[config.mk]
export PLATFORM = sky130hd
export DESIGN_NAME = sdram_port_arbiter
export DESIGN_NICKNAME = d
export VERILOG_FILES = /design/src/rtl/sdram_port_arbiter.sv
export SDC_FILE = /design/constraint.sdc
export NUM_CORES = 1
export LEC_CHECK = 0
export ABC_CLOCK_PERIOD_IN_PS = 3270
export BUFFER_PORTS_ARGS = -buffer_cell sky130_fd_sc_hd__buf_4
export CORE_MARGIN = 3
export CORE_UTILIZATION = 55
export DETAILED_ROUTE_END_ITERATION = 10
export PLACE_DENSITY = 0.92
export SLEW_MARGIN = 10
export SYNTH_ARGS = -nofsm -noshare
export SYNTH_HDL_FRONTEND = slang
export SYNTH_SLANG_ARGS = --single-unit
[constraint.sdc]
create_clock -name clk -period 3.27 [get_ports clk]
set_input_delay 0.4905 -clock clk [delete_from_list [all_inputs] [get_ports clk]]
set_output_delay 0.4905 -clock clk [all_outputs]
set_load 0.02 [all_outputs]
[src/rtl/sdram_port_arbiter.sv]
// rtl/sdram_port_arbiter.sv - merges kvaz, floppy and refresh requests onto one SDRAM controller port
module sdram_port_arbiter #(
    parameter logic [5:0] VU_BASE        = 6'h3F,
    parameter int         REFRESH_PERIOD = 360
) (
    input  logic        clk,
    input  logic        reset,
    input  logic        access_slot,
    input  logic [17:0] vu_adrs,
    input  logic [7:0]  vu_data_i,
    input  logic        vu_write,
    input  logic        vu_read,
    output logic [7:0]  vu_data_o,
    output logic        vu_done,
    output logic        vu_overrun,
    input  logic [22:0] disk_adrs,
    input  logic [7:0]  disk_data_i,
    output logic [7:0]  disk_data_o,
    input  logic        disk_write,
    input  logic        disk_read,
    output logic        disk_ram_busy,
    output logic [22:0] sdram_addr,
    input  logic [15:0] sdram_di,
    output logic [15:0] sdram_do,
    output logic        sdram_read,
    output logic        sdram_write,
    output logic        sdram_lb,
    output logic        sdram_ub,
    output logic        sdram_refresh,
    input  logic        sdram_busy
);
    localparam int               CNT_W      = $clog2(REFRESH_PERIOD);
    localparam logic [CNT_W-1:0] CNT_RELOAD = CNT_W'(REFRESH_PERIOD - 1);

    typedef enum logic [1:0] {ST_IDLE, ST_ISSUE, ST_WAIT} state_t;
    typedef enum logic [1:0] {SRC_VU, SRC_DISK, SRC_REFRESH} src_t;

    state_t            state;
    src_t              src;
    logic              op_read;
    logic              op_hi;

    logic              vu_pend;
    logic              vu_pend_wr;
    logic [17:0]       vu_pend_adrs;
    logic [7:0]        vu_pend_data;

    logic              disk_pend_wr;
    logic [22:0]       disk_pend_adrs;
    logic [7:0]        disk_pend_data;

    logic              refresh_due;
    logic [CNT_W-1:0]  refresh_cnt;

    logic              vu_req;
    logic              disk_req;
    logic              vu_take;
    logic              op_done;
    logic [7:0]        rd_byte;

    assign vu_req   = vu_write | vu_read;
    assign disk_req = disk_write | disk_read;
    // The kvaz slot is handed to the controller on the edge that leaves IDLE.
    assign vu_take  = (state == ST_IDLE) && vu_pend;
    assign op_done  = (state == ST_WAIT) && !sdram_busy;
    assign rd_byte  = op_hi ? sdram_di[15:8] : sdram_di[7:0];

    // Kvaz request capture; a newer request overwrites one still waiting for issue.
    always_ff @(posedge clk) begin
        if (reset) begin
            vu_pend      <= 1'b0;
            vu_pend_wr   <= 1'b0;
            vu_pend_adrs <= '0;
            vu_pend_data <= '0;
            vu_overrun   <= 1'b0;
        end else if (vu_req) begin
            vu_pend      <= 1'b1;
            vu_pend_wr   <= vu_write;
            vu_pend_adrs <= vu_adrs;
            vu_pend_data <= vu_data_i;
            vu_overrun   <= vu_pend && !vu_take;
        end else begin
            if (vu_take)
                vu_pend <= 1'b0;
            vu_overrun <= 1'b0;
        end
    end

    // Floppy request capture; held (and busy shown) until the access completes.
    always_ff @(posedge clk) begin
        if (reset) begin
            disk_ram_busy  <= 1'b0;
            disk_pend_wr   <= 1'b0;
            disk_pend_adrs <= '0;
            disk_pend_data <= '0;
        end else if (!disk_ram_busy && disk_req) begin
            disk_ram_busy  <= 1'b1;
            disk_pend_wr   <= disk_write;
            disk_pend_adrs <= disk_adrs;
            disk_pend_data <= disk_data_i;
        end else if (op_done && src == SRC_DISK) begin
            disk_ram_busy  <= 1'b0;
        end
    end

    // Refresh interval timer; a new period wins over a same-edge refresh completion.
    always_ff @(posedge clk) begin
        if (reset) begin
            refresh_cnt <= CNT_RELOAD;
            refresh_due <= 1'b0;
        end else if (refresh_cnt == '0) begin
            refresh_cnt <= CNT_RELOAD;
            refresh_due <= 1'b1;
        end else begin
            refresh_cnt <= refresh_cnt - 1'b1;
            if (op_done && src == SRC_REFRESH)
                refresh_due <= 1'b0;
        end
    end

    // Arbitration and controller handshake with registered command outputs.
    always_ff @(posedge clk) begin
        if (reset) begin
            state         <= ST_IDLE;
            src           <= SRC_VU;
            op_read       <= 1'b0;
            op_hi         <= 1'b0;
            sdram_addr    <= '0;
            sdram_do      <= '0;
            sdram_lb      <= 1'b0;
            sdram_ub      <= 1'b0;
            sdram_read    <= 1'b0;
            sdram_write   <= 1'b0;
            sdram_refresh <= 1'b0;
            vu_data_o     <= '0;
            disk_data_o   <= '0;
            vu_done       <= 1'b0;
        end else begin
            vu_done <= 1'b0;
            case (state)
                ST_IDLE: begin
                    if (vu_pend) begin
                        src         <= SRC_VU;
                        op_read     <= !vu_pend_wr;
                        op_hi       <= vu_pend_adrs[0];
                        sdram_addr  <= {VU_BASE, vu_pend_adrs[17:1]};
                        sdram_lb    <= !vu_pend_adrs[0];
                        sdram_ub    <= vu_pend_adrs[0];
                        sdram_do    <= {vu_pend_data, vu_pend_data};
                        sdram_read  <= !vu_pend_wr;
                        sdram_write <= vu_pend_wr;
                        state       <= ST_ISSUE;
                    end else if (access_slot && refresh_due) begin
                        src           <= SRC_REFRESH;
                        op_read       <= 1'b0;
                        sdram_refresh <= 1'b1;
                        state         <= ST_ISSUE;
                    end else if (access_slot && disk_ram_busy) begin
                        src         <= SRC_DISK;
                        op_read     <= !disk_pend_wr;
                        op_hi       <= disk_pend_adrs[0];
                        sdram_addr  <= {1'b0, disk_pend_adrs[22:1]};
                        sdram_lb    <= !disk_pend_adrs[0];
                        sdram_ub    <= disk_pend_adrs[0];
                        sdram_do    <= {disk_pend_data, disk_pend_data};
                        sdram_read  <= !disk_pend_wr;
                        sdram_write <= disk_pend_wr;
                        state       <= ST_ISSUE;
                    end
                end
                ST_ISSUE: begin
                    if (sdram_busy) begin
                        sdram_read    <= 1'b0;
                        sdram_write   <= 1'b0;
                        sdram_refresh <= 1'b0;
                        state         <= ST_WAIT;
                    end
                end
                ST_WAIT: begin
                    if (!sdram_busy) begin
                        state <= ST_IDLE;
                        if (src == SRC_VU) begin
                            vu_done <= 1'b1;
                            if (op_read)
                                vu_data_o <= rd_byte;
                        end
                        if (src == SRC_DISK && op_read)
                            disk_data_o <= rd_byte;
                    end
                end
                default: state <= ST_IDLE;
            endcase
        end
    end
endmodule
Word level (Yosys, flattened, before mapping)
Index checks and enable logic that the tools add are counted.
{ "totals": {"register_bits": 138, "latch_bits": 0, "ramBits": 0, "romBits": 0, "input_bits": 81, "output_inout_bits": 63, "word_cells": 119, "memories": 0} }
{ "op_classes": {"n_addsub": 1, "mul": 0, "div_mod_pow": 0, "magnitude_cmp": 0, "eq_ne": 12, "shift": 0, "muxes": 42, "bitwise": 5, "reduce_logical": 35} }
{ "op_table": {"columns": ["op", "count"], "rows": [
  ["$mux W23", 3],
  ["$mux W16", 3],
  ["$mux W1", 24],
  ["$mux W2", 7],
  ["$reduce_and A4 Y1", 3],
  ["$reduce_bool A2 Y1", 5],
  ["$logic_and A1 B1 Y1", 9],
  ["$logic_not A9 Y1", 1],
  ["$reduce_and A3 Y1", 3],
  ["$sub A9 B1 Y9 const B", 1],
  ["$mux W8", 1],
  ["$ne A2 B2 Y1 const B", 4],
  ["$logic_not A1 Y1", 7],
  ["$pmux W1 S2", 3],
  ["$pmux W2 S3", 1],
  ["$eq A2 B1 Y1 const B", 2],
  ["$eq A2 B2 Y1 const B", 2],
  ["$logic_not A2 Y1", 2],
  ["$ne A4 B2 Y1 const B", 1],
  ["$reduce_or A2 Y1", 2],
  ["$ne A3 B2 Y1 const B", 1],
  ["$ne A3 B3 Y1 const B", 1],
  ["$not A1 Y1", 3],
  ["$reduce_bool A3 Y1", 1],
  ["4 further kinds", 5]
]} }

Longest topological paths before layout
{ "logic_depth": {"ltp_word": 5, "depth_mapped": 6} }

Least setup slack after synthesis
Ideal clock, no wire load.
{ "synth_path": {"path_kind": "input -> register", "startpoint": "input reset", "endpoint": "register sdram_addr[10]", "setup_time_ps": 130, "arrival_time_ps": 1382, "path_slack_ps": 1758, "path_stages": 6, "n_path_buf": 3, "cell_sequence": "clkbuf_1 -> clkinv_1 -> clkbuf_1 -> buf_2 -> o211ai_1 -> o31ai_1"} }
{ "synth_lines": {"columns": ["item", "line", "rtl"], "rows": [
  ["start, declared", "7", "input logic reset,"],
  ["end signal, assigned", "146", "sdram_addr <= {VU_BASE, vu_pend_adrs[17:1]};"],
  ["end signal, assigned", "162", "sdram_addr <= {1'b0, disk_pend_adrs[22:1]};"],
  ["end, declared", "22", "output logic [22:0] sdram_addr,"]
]} }

Worst setup path after layout
{ "layout_path": {"startpoint": "register state[1]", "endpoint": "register sdram_do[7]"} }
{ "layout_between": {"elab_chain_cells": 2} }
{ "layout_rtl": {"columns": ["item", "line", "rtl"], "rows": [
  ["start, declared", "38", "state_t state;"],
  ["start signal, assigned", "124", "state <= ST_IDLE;"],
  ["start signal, assigned", "152", "state <= ST_ISSUE;"],
  ["start signal, assigned", "157", "state <= ST_ISSUE;"],
  ["$logic_not A2 Y1", "140", "case (state)"],
  ["$reduce_and A3 Y1 (no line)", null, null],
  ["end signal, assigned", "149", "sdram_do <= {vu_pend_data, vu_pend_data};"],
  ["end signal, assigned", "165", "sdram_do <= {disk_pend_data, disk_pend_data};"],
  ["end, declared", "24", "output logic [15:0] sdram_do,"]
]} }
No other way between the ends.
A chain may end at the register's enable or synchronous reset.

==> out/metrics.csv <==
metric,value,unit
critPathKind,reg -> reg,
cts_tree,built,
ir_worst_vdd,310.2,µV
synth_ff_type,dfxtp_1,
netlist_instances,622,
wl_per_cell,18.29,µm
antenna_found_initial,0,
fmax,467.3,MHz
rows,35,
dp_hpwl,10.04,mm
clock_latency,0.52,ns
place.gp.congestion,0.8137,
finalWirelength,16.02,mm
grt_pass1_wl,25.19,mm
yosys.area.top_type,dfxtp_1,
synth_edf_count,0,
asyncSetResetFlopFracSynth,0,
antennaDiodeCount,0,
worst-path-buf-inv,1,
cts_made_buffers,17,
p_leak,3.072,nW
core-area,9415,µm²
status,"complete, no violations",
fin_cells,876,
fin_crit,2.140,ns
arrival,2.57,ns
track_usage,0.2816,
syn_nets,704,
die_w,105.3,µm
whs_path_depth,3,
portBuffers,143,
boundaryPins,144,
design_area,7056,µm²
path_cells,"buf_4, nor3_2, a32oi_1, o22ai_1",
cts_sinks,130,
drtIter0Drc,452,
skew,0.008381,ns
maxSlewViolCount,0,
synth_cell_type_count,50,
cts-hold-fix-buffers,0,
crit_family,simple AND/OR/NAND/NOR gates,
required,3.70,ns
dieHeight,105.3,µm
crit_path_max_incr_delay,0.92,ns
finalSetupTns,0,ns
drtPass1Iterations,5,
setup_violations,0,
syn-cell-area,5424,µm²
grt_max_degree,61,
cp_num_cells,4,
ys_seq_area_frac,0.4798,
root_buffer,clkbuf_8,
die_area,11090,µm²
place_inst,844,
grt_overflow,0,
cp_max_fo,34,
ys_seq_elements,130,
initial_core_util,0.5761,
area_growth,30.08,%
max-cap-violations,0,
final_nets,816,
tightest_slew,1.133,ns
post_route_cells_drive_above_1_share,0.2731,
avgSynthCellArea,8.720,µm²
h-tree-depth,4,
relSlewSlack,0.2418,
vias_per_cell,5.887,
cp_slowest_cell,nor3_2,
final_antenna_net_count,0,
r2r_cells,4,
post-route-period-util,0.6544,
vias,5157,
filler_cell_count,607,
post_cts_buffers,0,
final_hold_viol_count,0,
cellPowerDensity,623.1,nW/µm²
worst_hold_path_type,in -> reg,
post_cts_resized,0,
cts_buffer_depth,2,
end_kind,flip-flop,
synth_warnings,0,
synth_area_leaders,"dfxtp_1 (48%), nand2_1 (11%), a21oi_1 (6.4%), mux2i_1 (5.9%), clkbuf_1 (2.3%)",
rsz0062_at_grt,false,
startpoint_type,flip-flop,
yosys.area.top_type_share,0.4798,
placed_area,6435,µm²
drc_errors,0,
cts.reportedPaths.clkPinSlew,0.06,ns
grt_pass1_vias,5156,
==> routing by layer <==
layer  part of all wire  GRT usage  vias up
li1                   -          -     2410
met1               0.39     0.3324     2411
met2               0.50     0.4859      284
met3              0.076    0.05756       52
met4              0.033     0.1368        0
met5                  0          0        -
==> final cells by class <==
| class | count | area [µm²] | share of cell area |
|---|---|---|---|
| clock inverter | 15 | 206.4 | 0.02926 |
| timing repair buffer | 152 | 1141 | 0.1617 |
| clock buffer | 17 | 414.1 | 0.05870 |
| inverter | 14 | 52.55 | 0.007448 |
| multi-input combinational | 419 | 2477 | 0.3511 |
| tap | 129 | 161.4 | 0.02288 |
| sequential | 130 | 2603 | 0.3689 |
==> Yosys cell counts, types with 10 or more instances <==
master / instances
a32oi_1: 14
buf_2: 10
nand2_1: 162
o22ai_1: 15
a21oi_1: 69
mux2i_1: 32
a211o_1: 12
dfxtp_1: 130
nor3b_1: 12
clkbuf_1: 33
inv_1: 13
o211ai_1: 13
o31ai_1: 16
==> worst register-to-register path, cell delays in order, from the launching register on <==
cell	delay (ns)
dfxtp_1	0.31
buf_4	0.25
nor3_2	0.93
a32oi_1	0.30
o22ai_1	0.27
==> path summary, 6_finish.rpt <==
check / start / endpoint / slack, ns
min: disk_adrs[6] / disk_pend_adrs[6] / 0.21
min reg2reg: refresh_cnt[0] / refresh_cnt[0] / 0.42
max reg2reg: state[1] / sdram_do[7] / 1.13
max: state[1] / sdram_do[7] / 1.13
==> per-stage QoR <==
stage,power (mW),worst slack [ns],hold slack [ns],util
3_5_place_dp,2.421,0.9301,0.4063,0.6835
2_1_floorplan,2.183,1.758,0.3842,-
6_report,4.397,1.130,0.2093,0.7494
5_1_grt,4.517,1.005,0.2098,0.7494
3_3_place_gp,2.394,1.035,0.3930,0.6835
4_1_cts,4.386,1.176,0.2021,0.7494
==> sequential cells by signal, indices dropped and copies added, names as in the netlist, 2 cells and up <==
name,count
disk_pend_adrs,23
sdram_addr,23
vu_pend_adrs,18
refresh_cnt,9
disk_data_o,8
disk_pend_data,8
sdram_do,8
vu_data_o,8
vu_pend_data,8
src,2
state,2
==> power breakdown <==
part           internal [mW]  total [mW]  switching [mW]  leakage [nW]
sequential              1.69        1.78          0.0896          1.07
clock                   1.25        1.98           0.732         0.299
combinational          0.268       0.635           0.367          1.70
total                   3.21        4.40            1.19          3.07
==> cell usage in the layout (no fill, tap or decap), types with 2 or more instances in the layout <==
cell type   netlist  routed
a211o_1          12      12
a211oi_1          5       5
a21oi_1          69      69
a32oi_1          14      14
buf_4             9     152
bufinv_16         0       4
clkbuf_16         0      16
clkinv_2          0       2
clkinv_4          0       3
clkinvlp_4        0       2
dfxtp_1         130     130
inv_1            13      13
inv_6             0       4
mux2_2            8       8
mux2i_1          32      32
nand2_1         162     162
nand3_1           4       4
nand3_2           2       2
nand3b_1          3       3
nor2_1            7       6
nor3_1            4       4
nor3b_1          12      12
nor4_1            7       7
o211ai_1         13      13
o21ai_0           5       5
o22ai_1          15      15
o31ai_1          16      16
o41ai_1           2       2
or3_1             3       3
or4b_1            2       2
xnor2_1           2       2
==> logic make-up (layout without fill, tap and decap cells) <==
group,Yosys count,after routing,share of synthesized area
AOI/OAI and AO/OA,159,159,0.1899
xor gates and xnor gates,2,2,0.003230
DFF,130,130,0.4798
muxes,40,40,0.07566
adders and majority gates,1,1,0.002306
and+or+nand+nor,217,217,0.1845
buffers and inverters,73,198,0.06459
(Power assumes the default switching activity.)
